==> src/rtl/cmp_pkg.sv <==
// ---------------------------------------------------------------------------
// cmp_pkg : shared types and constants for the sequential comparator
// Rev 1.0
// ---------------------------------------------------------------------------
`default_nettype none

package cmp_pkg;

  localparam int SLICE_W = 2;

  typedef enum logic [0:0] {
    IDLE = 1'b0,
    SCAN = 1'b1
  } state_t;

endpackage

`default_nettype wire

==> src/rtl/cmp2bit.sv <==
// ---------------------------------------------------------------------------
// cmp2bit : 2-bit unsigned magnitude comparator slice
// Rev 1.0
// ---------------------------------------------------------------------------
`default_nettype none

module cmp2bit
  import cmp_pkg::*;
(
  input  logic [SLICE_W-1:0] a,
  input  logic [SLICE_W-1:0] b,
  output logic               eq,
  output logic               gt,
  output logic               lt
);

  assign eq = (a == b);
  assign gt = (a > b);
  assign lt = (a < b);

endmodule

`default_nettype wire

==> src/rtl/cmp_seq_ctrl.sv <==
// ---------------------------------------------------------------------------
// cmp_seq_ctrl : compares two WIDTH-bit operands one 2-bit slice per clock
// Rev 1.0
// ---------------------------------------------------------------------------
`default_nettype none

module cmp_seq_ctrl
  import cmp_pkg::*;
#(
  parameter int WIDTH = 8
) (
  input  logic             clk,
  input  logic             rst,
  input  logic             start,
  input  logic [WIDTH-1:0] A,
  input  logic [WIDTH-1:0] B,
  output logic             busy,
  output logic             done,
  output logic             equal,
  output logic             more,
  output logic             less
);

  localparam int N     = WIDTH / SLICE_W;
  localparam int IDX_W = (N > 1) ? $clog2(N) : 1;
  localparam logic [IDX_W-1:0] IDX_TOP = IDX_W'(N - 1);

  state_t           state;
  state_t           state_nxt;
  logic [IDX_W-1:0] idx;
  logic [WIDTH-1:0] a_q;
  logic [WIDTH-1:0] b_q;
  logic [WIDTH-1:0] a_sh;
  logic [WIDTH-1:0] b_sh;
  logic             sl_eq;
  logic             sl_gt;
  logic             sl_lt;
  logic             accept;
  logic             finish;

  // Shift the active slice down to bit 0 so a single comparator serves every idx
  assign a_sh = a_q >> {idx, 1'b0};
  assign b_sh = b_q >> {idx, 1'b0};

  cmp2bit u_slice (
    .a  (a_sh[SLICE_W-1:0]),
    .b  (b_sh[SLICE_W-1:0]),
    .eq (sl_eq),
    .gt (sl_gt),
    .lt (sl_lt)
  );

  always_ff @(posedge clk) begin
    if (rst) begin
      state <= IDLE;
    end else begin
      state <= state_nxt;
    end
  end

  always_comb begin
    state_nxt = state;
    accept    = 1'b0;
    finish    = 1'b0;
    case (state)
      IDLE: begin
        if (start) begin
          accept    = 1'b1;
          state_nxt = SCAN;
        end
      end
      SCAN: begin
        if (!sl_eq || (idx == '0)) begin
          finish    = 1'b1;
          state_nxt = IDLE;
        end
      end
      default: state_nxt = IDLE;
    endcase
  end

  always_comb begin
    busy = (state == SCAN);
  end

  // Results load straight from the slice: an equal final slice yields 1/0/0
  always_ff @(posedge clk) begin
    if (rst) begin
      idx   <= '0;
      a_q   <= '0;
      b_q   <= '0;
      done  <= 1'b0;
      equal <= 1'b0;
      more  <= 1'b0;
      less  <= 1'b0;
    end else begin
      done <= finish;
      if (accept) begin
        a_q <= A;
        b_q <= B;
        idx <= IDX_TOP;
      end else if ((state == SCAN) && !finish) begin
        idx <= idx - 1'b1;
      end
      if (finish) begin
        equal <= sl_eq;
        more  <= sl_gt;
        less  <= sl_lt;
      end
    end
  end

endmodule

`default_nettype wire

==> config.mk <==
export PLATFORM = sky130hd
export DESIGN_NAME = cmp_seq_ctrl
export DESIGN_NICKNAME = d
export VERILOG_FILES = /design/src/rtl/cmp_pkg.sv /design/src/rtl/cmp2bit.sv /design/src/rtl/cmp_seq_ctrl.sv
export SDC_FILE = /design/constraint.sdc
export NUM_CORES = 1
export LEC_CHECK = 0
export CAP_MARGIN = 40
export CORE_MARGIN = 5
export CORE_UTILIZATION = 64
export DETAILED_ROUTE_END_ITERATION = 8
export DONT_BUFFER_PORTS = 1
export GPL_TIMING_DRIVEN = 0
export HOLD_SLACK_MARGIN = 0.06
export PLACE_DENSITY = 0.86
export SYNTH_ARGS = -nofsm -noshare
export SYNTH_HDL_FRONTEND = slang
export SYNTH_SLANG_ARGS = --single-unit
export TNS_END_PERCENT = 20
==> constraint.sdc <==
create_clock -name clk -period 5.9 [get_ports clk]
set_clock_uncertainty 0.15 [all_clocks]
set_input_delay 1.475 -clock clk [delete_from_list [all_inputs] [get_ports clk]]
set_output_delay 1.475 -clock clk [all_outputs]
set_load 0.05 [all_outputs]
==> summary.md <==
| Metric | Value |
|---|---|
| Final WS setup | about 3.2 ns |
| Routability Congestion | slightly above 0.8 |
| Synth cell types | 23 |
| Layout Nets | about 140 |
| Clk pin slew, worst setup/hold paths | ~0.11 ns |
| Layout area overhead | 4.48% |
| Tightest Pin Transition | around 0.67 ns |
| Worst R2R Start | idx[0] |
| Initial antenna violation count | 0 |
| Setup Slack @ Placement | between 3 and 4 ns |
| Mapped Nets | around 130 |
| Largest net degree at the start of global routing | 13 |
| Die area | roughly 0.0025 mm² |
| Crit Path Category | reg2out |
| WL final | between 1.5 and 2 mm |
| Max-slew headroom | between 50% and 60% |
| Initial drt markers | 14 |
| TNS Setup | 0 ns |
| Final worst-path cycle share | between 40% and 50% |
| Crit path max fanout | 8 |
| Commonest cells after routing, fill and taps aside | 33 x nand2_1, 23 x dfxtp_1, 10 x a21oi_2 |
| R2r worst-path depth | 6 |
| Outcome | finished, final reports clean |
| First-pass GRT wire length | about 3.4 mm |
| CTS max path bufs | 2 |
| PostCTS Resize Cnt | 0 |
| Crit path launch type | flip-flop |
| Final Hold Viols | 0 |
| Critical path arrival | between 1 and 1.5 ns |
| Clock sink total | 23 |
| Routed wire length per instance | between 15 and 20 µm |
| Std-Cell Rows | 14 |
| Pins over their slew limit | 0 |
| Min-Delay Path Depth | 2 |
| Initial cell density of the core | ~68% |
| DRC Markers | 0 |
| Synthesis Warnings | 0 |
| H-tree level count | 1 |
| Worst skew pair latency | 0.31 ns |
| Die height | roughly 50 µm |
| Core area | 0.00152 mm² |
| Hold Path Sink | b_q[6] |
| # diodes | 0 |
| Via Count | about 800 |
| Post-synthesis cell count | 110 |
| GRT overflow | 0 |
| Post-CTS Repair Setup Buffers | 0 |
| # port buffers | 0 |
| Root Buffer | clkbuf_4 |
| Fraction of layout instances using a drive strength above 1 | a little over a fifth |
| Commonest non-fill, non-tap cell in the layout | nand2_1 |
| Max Clk Rate | 371 MHz |
| Reg-to-Reg End | less |
| Hold buffer count at CTS | 0 |
| HP Start | b_q[6] |
| Width of the die | roughly 50 µm |
| Max-cap violations | 0 |
| Drt pass-1 iters | 4 |
| # fillers | approximately 120 |
| Peak supply drop | about 0.22 mV |
| Fin crit period | ~2.7 ns |
| CTS tree | done |
| Final setup fails | 0 |
| HP Class | reg2reg |
| Dpl hpwl | between 1.5 and 2 mm |
| TritonCTS Buffers | 3 |
| # placed instances | 126 |
| Leakage | between 0.4 and 0.5 nW |
| IO Pins | 24 |
| Worst endpoint required time | between 4 and 5 ns |
| PD cells | about 300 mW/mm² |
| Routed vias/inst | ~6.0 |
| Vias in the first global route | between 700 and 800 |
| Unrepaired setup endpoints after global routing | no |
| Synth Register Bits | 23 |
| Post-DRT Antenna Nets | 0 |
| Register-to-register setup slack | about 3.7 ns |
| Post-synthesis sequential area ratio | between 40 and 50% |
| Non-filler instance count after layout | 130 |
| Gr usage total | 17.2% |
| Post-Syn Area | 0.00103 mm² |
| Avg Synthesized Cell Area | about 9.4 µm² |
| CP Capture Type | primary output |
==> Yosys cell counts <==
master / n / area share (%)
dfxtp_1: 23 / 45
and4b_1: 1 / 0.97
a21oi_1: 8 / 3.9
mux2i_1: 1 / 0.97
a21o_1: 1 / 0.73
a211oi_1: 1 / 0.73
nand2_1: 33 / 12
buf_4: 3 / 2.2
nand2b_1: 2 / 1.2
a21oi_2: 10 / 8.5
buf_2: 2 / 0.97
ha_1: 3 / 3.6
buf_6: 2 / 2.2
nor2b_1: 3 / 1.8
nor2_1: 3 / 1.1
o2bb2ai_1: 1 / 0.85
a211oi_2: 1 / 1.2
o211ai_1: 1 / 0.73
mux4_2: 4 / 8.7
nor3_1: 1 / 0.48
o21ai_0: 1 / 0.48
inv_1: 4 / 1.5
or3_1: 1 / 0.61
==> how the worst max path moves through the flow <==
stage | from | end | slack, ns | depth (start not counted)
final | busy | busy | 3.20 | 0
after global routing | busy | busy | 3.15 | 0
after CTS | busy | busy | 3.19 | 0
after detailed placement | start | b_q[1] | 3.53 | 5
after global placement | busy | busy | 3.55 | 0
after floorplan | busy | busy | 3.59 | 0
==> layer usage <==
metal	vias up	global-route usage (%)	wire (µm)	share of wire, %
met4	0	3.93	9	0.46
met5	-	0	0	0
li1	380	-	-	-
met2	27	29.1	999	51
met3	2	5.62	166	8.4
met1	371	21.0	799	40
==> through the flow <==
| step | hold slack (ns) | power, W | utilization, % | cell area (µm²) |
|---|---|---|---|---|
| final | 0.313 | 0.000314 | 70.8 | 1080 |
| after global routing | 0.339 | 0.000332 | 70.8 | 1080 |
| after CTS | 0.316 | 0.000316 | 70.8 | 1080 |
| after detailed placement | 0.300 | 0.000247 | 69.0 | 1050 |
| after global placement | 0.294 | 0.000243 | 69.0 | 1050 |
| after floorplan | 0.283 | 0.000235 | - | 1030 |
==> sequential cells by signal, indices dropped and copies added, names as in the netlist <==
register and flops:
a_q 8, less 1, equal 1, b_q 8, idx 2, done 1, busy 1, more 1
==> kinds of logic (layout without fill, tap and decap cells) <==
kind of cell    after synthesis  after routing  synth area share, %
compound gates               24             24                 17.1
buf+inv                      11             15                 6.79
simple gates                 44             44                 18.2
flops                        23             23                 44.6
fa+ha+maj                     3              3                 3.64
mux                           5              5                 9.70
==> power by group <==
part           leakage, nW  switching, W  internal, W
sequential           0.189     0.0000187     0.000167
combinational        0.208     0.0000302    0.0000273
clock               0.0150     0.0000448    0.0000264
==> cell type report <==
cell class                      count  area, µm²  area share, %
Multi-Input combinational cell     76        502           46.5
Tap cell                           16       20.0           1.86
Sequential cell                    23        460           42.7
Buffer                              7       55.1           5.10
Clock buffer                        4       26.3           2.44
Inverter                            4       15.0           1.39
No activity file was read; power rests on OpenSTA's default activity.
